File: src/rtl/imem_loader.sv
// Byte-stream program loader: assembles little-endian words into instruction memory
// and holds the core in reset until a length- and checksum-verified image is resident.
module imem_loader #(
   parameter int DEPTH = 256
) (
   input  logic        clk,
   input  logic        rst,
   input  logic        byte_valid,
   input  logic [7:0]  byte_data,
   output logic        byte_ready,
   input  logic        reload,
   output logic        imem_we,
   output logic [31:0] imem_addr,
   output logic [31:0] imem_wdata,
   output logic        core_rst,
   output logic        load_done,
   output logic        load_err
);

   typedef enum logic [2:0] {LEN0, LEN1, DATA, CSUM, DONE, ERR} state_t;

   localparam logic [16:0] DEPTH_W = 17'(DEPTH);

   state_t      state, state_nxt;
   logic [15:0] count;
   logic [15:0] word_idx;
   logic [1:0]  byte_idx;
   logic [7:0]  csum;
   logic [23:0] word_buf;

   logic        xfer;
   logic [16:0] len_full;
   logic        last_word;
   logic        word_end;

   assign xfer      = byte_valid && byte_ready;
   assign len_full  = {1'b0, byte_data, count[7:0]};
   assign last_word = (word_idx == count - 16'd1);
   assign word_end  = xfer && (state == DATA) && (byte_idx == 2'd3);

   always_ff @(posedge clk) begin
      if (rst) state <= LEN0;
      else     state <= state_nxt;
   end

   always_comb begin
      state_nxt = state;
      case (state)
         LEN0: if (xfer) state_nxt = LEN1;
         LEN1: begin
            if (xfer) begin
               if (len_full > DEPTH_W)     state_nxt = ERR;
               else if (len_full == 17'd0) state_nxt = CSUM;
               else                        state_nxt = DATA;
            end
         end
         DATA: if (word_end && last_word) state_nxt = CSUM;
         CSUM: if (xfer) state_nxt = (byte_data == csum) ? DONE : ERR;
         DONE, ERR: if (reload) state_nxt = LEN0;
         default: state_nxt = LEN0;
      endcase
   end

   always_comb begin
      byte_ready = 1'b0;
      case (state)
         LEN0, LEN1, DATA, CSUM: byte_ready = 1'b1;
         default:                byte_ready = 1'b0;
      endcase
   end

   // Control and write-port stage: indices, status flags and the one-cycle write strobe
   always_ff @(posedge clk) begin
      if (rst) begin
         byte_idx   <= 2'd0;
         word_idx   <= 16'd0;
         imem_we    <= 1'b0;
         imem_addr  <= 32'd0;
         imem_wdata <= 32'd0;
         core_rst   <= 1'b1;
         load_done  <= 1'b0;
         load_err   <= 1'b0;
      end else begin
         imem_we   <= 1'b0;
         core_rst  <= (state_nxt != DONE);
         load_done <= (state_nxt == DONE);
         load_err  <= (state_nxt == ERR);
         if (xfer && state == DATA) byte_idx <= byte_idx + 2'd1;
         if (word_end) begin
            imem_we    <= 1'b1;
            imem_wdata <= {byte_data, word_buf};
            imem_addr  <= {14'd0, word_idx, 2'b00};
            word_idx   <= word_idx + 16'd1;
         end
         if ((state == DONE || state == ERR) && reload) begin
            byte_idx <= 2'd0;
            word_idx <= 16'd0;
         end
      end
   end

   // Byte capture stage: length, running checksum and the three low word lanes
   always_ff @(posedge clk) begin
      if (xfer) begin
         case (state)
            LEN0: begin
               count[7:0] <= byte_data;
               csum       <= byte_data;
            end
            LEN1: begin
               count[15:8] <= byte_data;
               csum        <= csum ^ byte_data;
            end
            DATA: begin
               csum <= csum ^ byte_data;
               case (byte_idx)
                  2'd0:    word_buf[7:0]   <= byte_data;
                  2'd1:    word_buf[15:8]  <= byte_data;
                  2'd2:    word_buf[23:16] <= byte_data;
                  default: word_buf        <= word_buf;
               endcase
            end
            default: csum <= csum;
         endcase
      end
   end

endmodule

File: config.mk
export PLATFORM = sky130hd
export DESIGN_NAME = imem_loader
export DESIGN_NICKNAME = d
export VERILOG_FILES = /design/src/rtl/imem_loader.sv
export SDC_FILE = /design/constraint.sdc
export NUM_CORES = 1
export LEC_CHECK = 0
export BUFFER_PORTS_ARGS = -buffer_cell sky130_fd_sc_hd__buf_2
export CORE_ASPECT_RATIO = 2
export CORE_MARGIN = 2
export CORE_UTILIZATION = 56
export CTS_BUF_LIST = sky130_fd_sc_hd__clkbuf_4 sky130_fd_sc_hd__clkbuf_8 sky130_fd_sc_hd__clkbuf_16
export DETAILED_ROUTE_END_ITERATION = 16
export PLACE_DENSITY = 0.84
export SLEW_MARGIN = 0
export SYNTH_ARGS = -nofsm -noshare
export SYNTH_HDL_FRONTEND = slang
export SYNTH_SLANG_ARGS = --single-unit
File: constraint.sdc
create_clock -name clk -period 3.1 [get_ports clk]
set_clock_uncertainty 0.2 [all_clocks]
set_input_delay 0.62 -clock clk [delete_from_list [all_inputs] [get_ports clk]]
set_output_delay 0.62 -clock clk [all_outputs]
set_load 0.1 [all_outputs]
==> flow_summary_export.csv, run 1 <==
group,metric,value,unit
outcome,status,"finished clean",
grt,grt_antenna_before_repair,0,
worst_setup_path,worstReg2RegEnd,"load_done",
die,core_area,9010,um2
grt,grt_pass1_vias,3924,
yosys,synth.distinct_cells,48,
worst_hold_path,hp-class,"reg2reg",
die,dieArea,10100,um2
cells_and_area,diodes,0,
run,maxCapViolations,0,
cells_and_area,fin_util,67.7,%
sta,fin_crit_sh,85.6,%
routing,remaining_drc_errors,0,
clock_network,clock_sinks,121,
worst_setup_path,timing.rr.start,"count[0]",
cells_and_area,final.fill_count,697,
clock_network,htreeDepth,4,
cells_and_area,design_area,6100,um2
clock_network,cts_tree,"yes",
sta,slew_headroom,47.2,%
cells_and_area,layout.nets,615,
yosys,postSynthAreaPerCell,9.61,um2
placed_design,io_buffers,64,
clock_network,hold_buffers,0,
sta,tns,0,ns
routing,wl,12000,um
routing,drt_pass1_iterations,7,
placed_design,place_congestion,0.962,
worst_setup_path,cp_slowest_stage_delay,0.49,ns
routing,wl_per_cell,16.9,um
worst_setup_path,crit_arrival,2.76,ns
yosys,synth_mux_area_share,0.193,%
clock_network,cts-buffers-inserted,17,
worst_hold_path,whs_path_depth,2,
sta,slew_viol_final,0,
cells_and_area,drive_gt1_share,17.9,%
die,num_rows,49,
grt,grt.total_usage,25.2,%
grt,grt_max_degree,53,
sta,whs,0.250,ns
yosys,synth-adder-area-share,1.45,%
cells_and_area,layout_commonest_cell,"nand2_1",
sta,setup_violations,0,
sta,period_minus_slack,2.65,ns
clock_network,cts.repair.resized,0,
clock_network,cts_root_buf,"clkbuf_16",
sta,worst_pin_slew,0.792,ns
worst_setup_path,cp_cell_sequence,"inv_1, ha_1, nor4b_1, nand2_1, xnor2_1, nor3b_1, o32a_1, and2_1",
worst_hold_path,worstHoldStart,"imem_addr[8]",
cells_and_area,mostFrequentLayoutCells,"126 x nand2_1, 73 x dfxtp_1, 64 x buf_2",
clock_network,clock_path_buffers,2,
power_and_ir_drop,ir_drop,0.000663,V
yosys,netlist_area,5190,um2
worst_setup_path,cpMaxStageDelayCell,"edfxtp_1",
grt,overflow,0,
yosys,synth_warnings,0,
die,ioPinCount,81,
sta,fmax,377,MHz
clock_network,post_cts_buffers,0,
worst_setup_path,cp-start-kind,"register",
worst_setup_path,rr_worst_depth,8,
cells_and_area,area_growth,17.5,%
grt,grt_pass1_wl,19200,um
routing,drtIter0Drc,263,
grt,met1_usage,26.4,%
sta,hold_violations,0,
placed_design,place_area,5520,um2
clock_network,worstSkewPairLatency,0.41,ns
die,die_h,140,um
yosys,synthSimpleGateAreaFrac,19.5,%
yosys,synth_top_family_by_area,"simple AND/OR/NAND/NOR gates",
worst_setup_path,r2r_slack,0.45,ns
grt,gr-usage-met3,6.40,%
grt,top_usage_layer,"met2",
worst_setup_path,endpoint_kind,"register",
yosys,synth_xor_area_share,8.44,%
yosys,synth_compound_area_share,8.97,%
die,start_util,57.6,%
routing,via_count,3995,
worst_setup_path,cp.required,3.21,ns
yosys,ys_ff_latch,121,
routing,postRouteAntennaNets,0,
worst_hold_path,hold_path_end,"imem_addr[8]",
power_and_ir_drop,p_per_area,637,nW/um2
placed_design,dp_hpwl,8270,um
sta,grt_setup_unrepaired,"no",
grt,grt_use_met2,44.8,%
yosys,ys_seq_area_share,55.9,%
worst_setup_path,worst-path-max-fanout,10,
worst_setup_path,path_class,"reg2reg",
die,die_x,72.1,um
yosys,synthCells,540,
power_and_ir_drop,leakagePower,0.00227,uW
clock_network,cts.clk_slew.worst_paths,0.06,ns
routing,vias_per_cell,5.61,
==> per-stage QoR <==
stage               worst slack [ns]  std cells  power (uW)
finish                         0.446        712        3890
floorplan                      0.566        555        1970
detailed placement             0.483        680        2010
global route                   0.163        712        3990
global placement               0.509        680        2010
CTS                            0.458        712        3900
==> worst max-delay path: cells and delay by family, from the launching register on <==
kind                       cells  cell delay [ns]
and+or+nand+nor                4             0.79
DFF                            1             0.49
AOI/OAI and AO/OA              1             0.42
buffers and inverters          1             0.10
adders and majority gates      1             0.36
xor gates and xnor gates       1             0.19
==> registers in the layout, indices dropped and copies added, names as in the netlist <==
name        flops
imem_wdata     32
word_buf       24
count          16
imem_addr      16
word_idx       16
csum            8
state           3
byte_idx        2
core_rst        1
imem_we         1
load_done       1
load_err        1
==> area by class of cell <==
class,count,area (um2),area share [%]
inverters,8,30.0,0.493
repair buffers,72,393,6.44
multi-input cells,377,2060,33.8
clock inverters,14,148,2.42
well taps,102,128,2.09
clock buffers,18,433,7.10
flip-flops and latches,121,2900,47.6
==> cell families (layout without fill, tap and decap cells) <==
family / after synthesis / after routing
and+or+nand+nor: 222 / 222
DFF: 121 / 121
AOI/OAI and AO/OA: 82 / 82
buffers and inverters: 57 / 112
xor gates and xnor gates: 50 / 50
adders and majority gates: 6 / 6
other: 1 / 16
muxes: 1 / 1
==> Yosys cell counts, drive strengths merged <==
master | n | area, um2
mux2i | 1 | 10.0
a221o | 1 | 10.0
o32a | 1 | 10.0
clkbuf | 28 | 105
ha | 6 | 75.1
nand4b | 1 | 8.76
nand2 | 126 | 473
nand3 | 8 | 40.0
o2111ai | 1 | 8.76
nand3b | 2 | 15.0
and3b | 1 | 10.0
and2 | 5 | 31.3
and4bb | 1 | 12.5
xnor2 | 33 | 289
a31o | 1 | 8.76
o31ai | 1 | 7.51
o21a | 1 | 7.51
o21ai | 8 | 40.0
nor3b | 2 | 15.0
dfxtp | 73 | 1460
o311ai | 1 | 8.76
nor2b | 3 | 18.8
xor2 | 17 | 149
nand4 | 7 | 43.8
nor3 | 15 | 75.1
and3 | 2 | 12.5
nor4b | 2 | 17.5
inv | 8 | 30.0
and2b | 1 | 7.51
a311oi | 1 | 8.76
conb | 1 | 3.75
a31oi | 4 | 25.0
o22ai | 1 | 12.5
edfxtp | 48 | 1440
or4 | 2 | 18.8
nand2b | 3 | 18.8
or3 | 8 | 50.1
a2111o | 1 | 11.3
nor2 | 26 | 97.6
nor4 | 7 | 43.8
a21oi | 58 | 290
o41ai | 1 | 8.76
buf | 21 | 149
a21boi | 1 | 7.51
==> metal layers <==
metal / wire length [um] / vias to the layer above
li1: - / 1926
met5: 0 / -
met1: 4300 / 1879
met3: 642 / 35
met2: 6700 / 155
met4: 369 / 0
==> power by group <==
group / switching [uW] / internal (uW)
sequential: 29.6 / 1690
combinational: 203 / 62.6
clock: 709 / 1190
==> worst max path at each step <==
stage | startpoint | end | slack (ns)
after floorplan | count[0] | state[0] | 0.57
after global placement | count[0] | load_done | 0.51
after detailed placement | count[0] | load_done | 0.48
after CTS | count[0] | load_done | 0.46
after global routing | count[0] | load_done | 0.16
final | count[0] | load_done | 0.45
Note: power is estimated with default switching activity, not from simulation.
==> inputs of run 2 (changes only) <==
==> constraint.sdc (replaced) <==
create_clock -name clk -period 3.1 [get_ports clk]
set_clock_uncertainty 0.2 [all_clocks]
set_input_delay 0.775 -clock clk [delete_from_list [all_inputs] [get_ports clk]]
set_output_delay 0.775 -clock clk [all_outputs]
set_load 0.1 [all_outputs]
==> run 2 against run 1 <==
  * First-iteration DRC count up 6.5%
  * Die area unchanged
  * Sequential share of layout area down 0.14 points
  * Global-route usage up 0.80 points
  * Register-to-register slack worse by 0.07 ns
  * Largest cell class unchanged
  * Largest power group unchanged
==> flow_summary_export.csv, run 2 (synthesis gave the netlist of run 1 again) <==
group,metric,value,unit
outcome,status,"finished clean",
worst_setup_path,cp_cell_sequence,"or3_1, nor4_1, o21ai_1, a221o_1, a2111o_1, o22ai_2",
cells_and_area,diodes,0,
clock_network,cts.repair.resized,0,
cells_and_area,largest_reg_flops,32,
power_and_ir_drop,pwr-share-comb,6.9,%
cells_and_area,design_area,6110,um2
placed_design,place_area,5530,um2
grt,grt_pass1_wl,19800,um
power_and_ir_drop,p_per_area,639,nW/um2
cells_and_area,regMostFlops,"imem_wdata",
power_and_ir_drop,internal_power,2960,uW
cells_and_area,multi_input_area,2060,um2
clock_network,hold_buffers,0,
cells_and_area,fin_cells,715,
placed_design,place_inst,683,
sta,setup_violations,0,
power_and_ir_drop,ir_drop,0.000531,V
sta,worst_pin_slew,0.783,ns
clock_network,cts_tree,"yes",
grt,overflow,0,
worst_setup_path,cp_num_buf_inv,0,
die,ioPinCount,81,
run,maxCapViolations,0,
clock_network,post_cts_buffers,0,
sta,fmax,368,MHz
cells_and_area,top_regs,"imem_wdata (32), word_buf (24)",
placed_design,dp_hpwl,8360,um
worst_setup_path,cp.required,3.24,ns
clock_network,htreeDepth,4,
placed_design,place_congestion,0.953,
grt,grt_pass1_vias,4085,
sta,tns,0,ns
sta,slew_viol_final,0,
die,dieArea,10100,um2
worst_setup_path,cp_slowest_stage_delay,0.51,ns
routing,vias_per_cell,5.67,
worst_setup_path,critPathTopFamily,"compound AO/OA/AOI/OAI gates",
clock_network,cts-buffers-inserted,17,
worst_setup_path,cpMaxStageDelayCell,"or3_1",
cells_and_area,final.fill_count,674,
die,start_util,57.6,%
sta,slew_headroom,47.8,%
clock_network,clock_path_buffers,2,
grt,grt_max_degree,41,
sta,period_minus_slack,2.72,ns
grt,grt_antenna_before_repair,0,
die,core_area,9010,um2
sta,fin_crit_sh,87.7,%
cells_and_area,layout_commonest_cell,"nand2_1",
power_and_ir_drop,finalPower,3910,uW
power_and_ir_drop,clkPwrFrac,49.1,%
routing,postRouteAntennaNets,0,
worst_setup_path,crit_arrival,2.86,ns
power_and_ir_drop,power.share.sequential,44.0,%
die,die_h,140,um
clock_network,clock_sinks,121,
routing,wl_per_cell,17.2,um
power_and_ir_drop,p_sw,951,uW
clock_network,worstSkewPairLatency,0.41,ns
placed_design,io_buffers,64,
sta,grt_setup_unrepaired,"no",
die,die_x,72.1,um
die,num_rows,49,
worst_setup_path,worst-path-max-fanout,7,
clock_network,cts.clk_slew.worst_paths,0.05,ns
worst_setup_path,path_class,"reg2reg",
cells_and_area,layout.nets,618,
power_and_ir_drop,leakagePower,0.00228,uW
routing,via_count,4056,
routing,wl,12300,um
grt,grt.total_usage,26.0,%
cells_and_area,area_growth,17.8,%
cells_and_area,mostFrequentLayoutCells,"126 x nand2_1, 73 x dfxtp_1, 64 x buf_2",
worst_hold_path,hp-class,"reg2reg",
cells_and_area,drive_gt1_share,18.1,%
worst_setup_path,cp-start-kind,"register",
sta,hold_violations,0,
routing,drtIter0Drc,280,
worst_setup_path,endpoint_kind,"register",
clock_network,cts_root_buf,"clkbuf_16",
routing,remaining_drc_errors,0,
sta,whs,0.251,ns
power_and_ir_drop,switching_share,24.3,%
cells_and_area,final-seq-area,2900,um2
routing,drt_pass1_iterations,4,
[run 2: per-layer routing]
layer  global-route usage (%)  wire length, um  vias up  part of all wire [%]
met5                        0                0        -                     0
met4                     14.7              565        0                   4.6
met3                     6.33              805       48                   6.5
met2                     47.4             6830      166                    56
met1                     25.8             4110     1916                    33
li1                         -                -     1926                     -
[run 2: metrics by stage]
stage,util [%],setup WS (ns)
detailed placement,61.3,0.360
CTS,67.8,0.427
floorplan,-,0.566
finish,67.8,0.381
global placement,61.3,0.444
global route,67.8,0.288
[run 2: cell type report]
cell class              count  area share [%]
repair buffers             75            6.59
clock buffers              18            7.18
well taps                 102            2.09
multi-input cells         377            33.7
inverters                   8           0.491
flip-flops and latches    121            47.5
clock inverters            14            2.44
[run 2: tightest hold or removal path, stage by stage, from the launching register on]
cell and delay (ns):
dfxtp_1 0.30, nand2_1 0.05, a21oi_1 0.05
[run 2: worst paths after layout]
| path | startpoint | end | slack (ns) | cells after the start |
|---|---|---|---|---|
| min reg2reg | imem_addr[9] | imem_addr[9] | 0.25 | 2 |
| max reg2reg | count[2] | state[0] | 0.38 | 6 |
| min | imem_addr[9] | imem_addr[9] | 0.25 | 2 |
| max | count[2] | state[0] | 0.38 | 6 |
[run 2: power by group through the flow]
stage	logic, uW	clock network, uW	registers, uW
final	270	1920	1720
after global routing	286	2000	1720
after CTS	268	1940	1720
after detailed placement	264	0	1750
after global placement	259	0	1750
after floorplan	215	0	1750
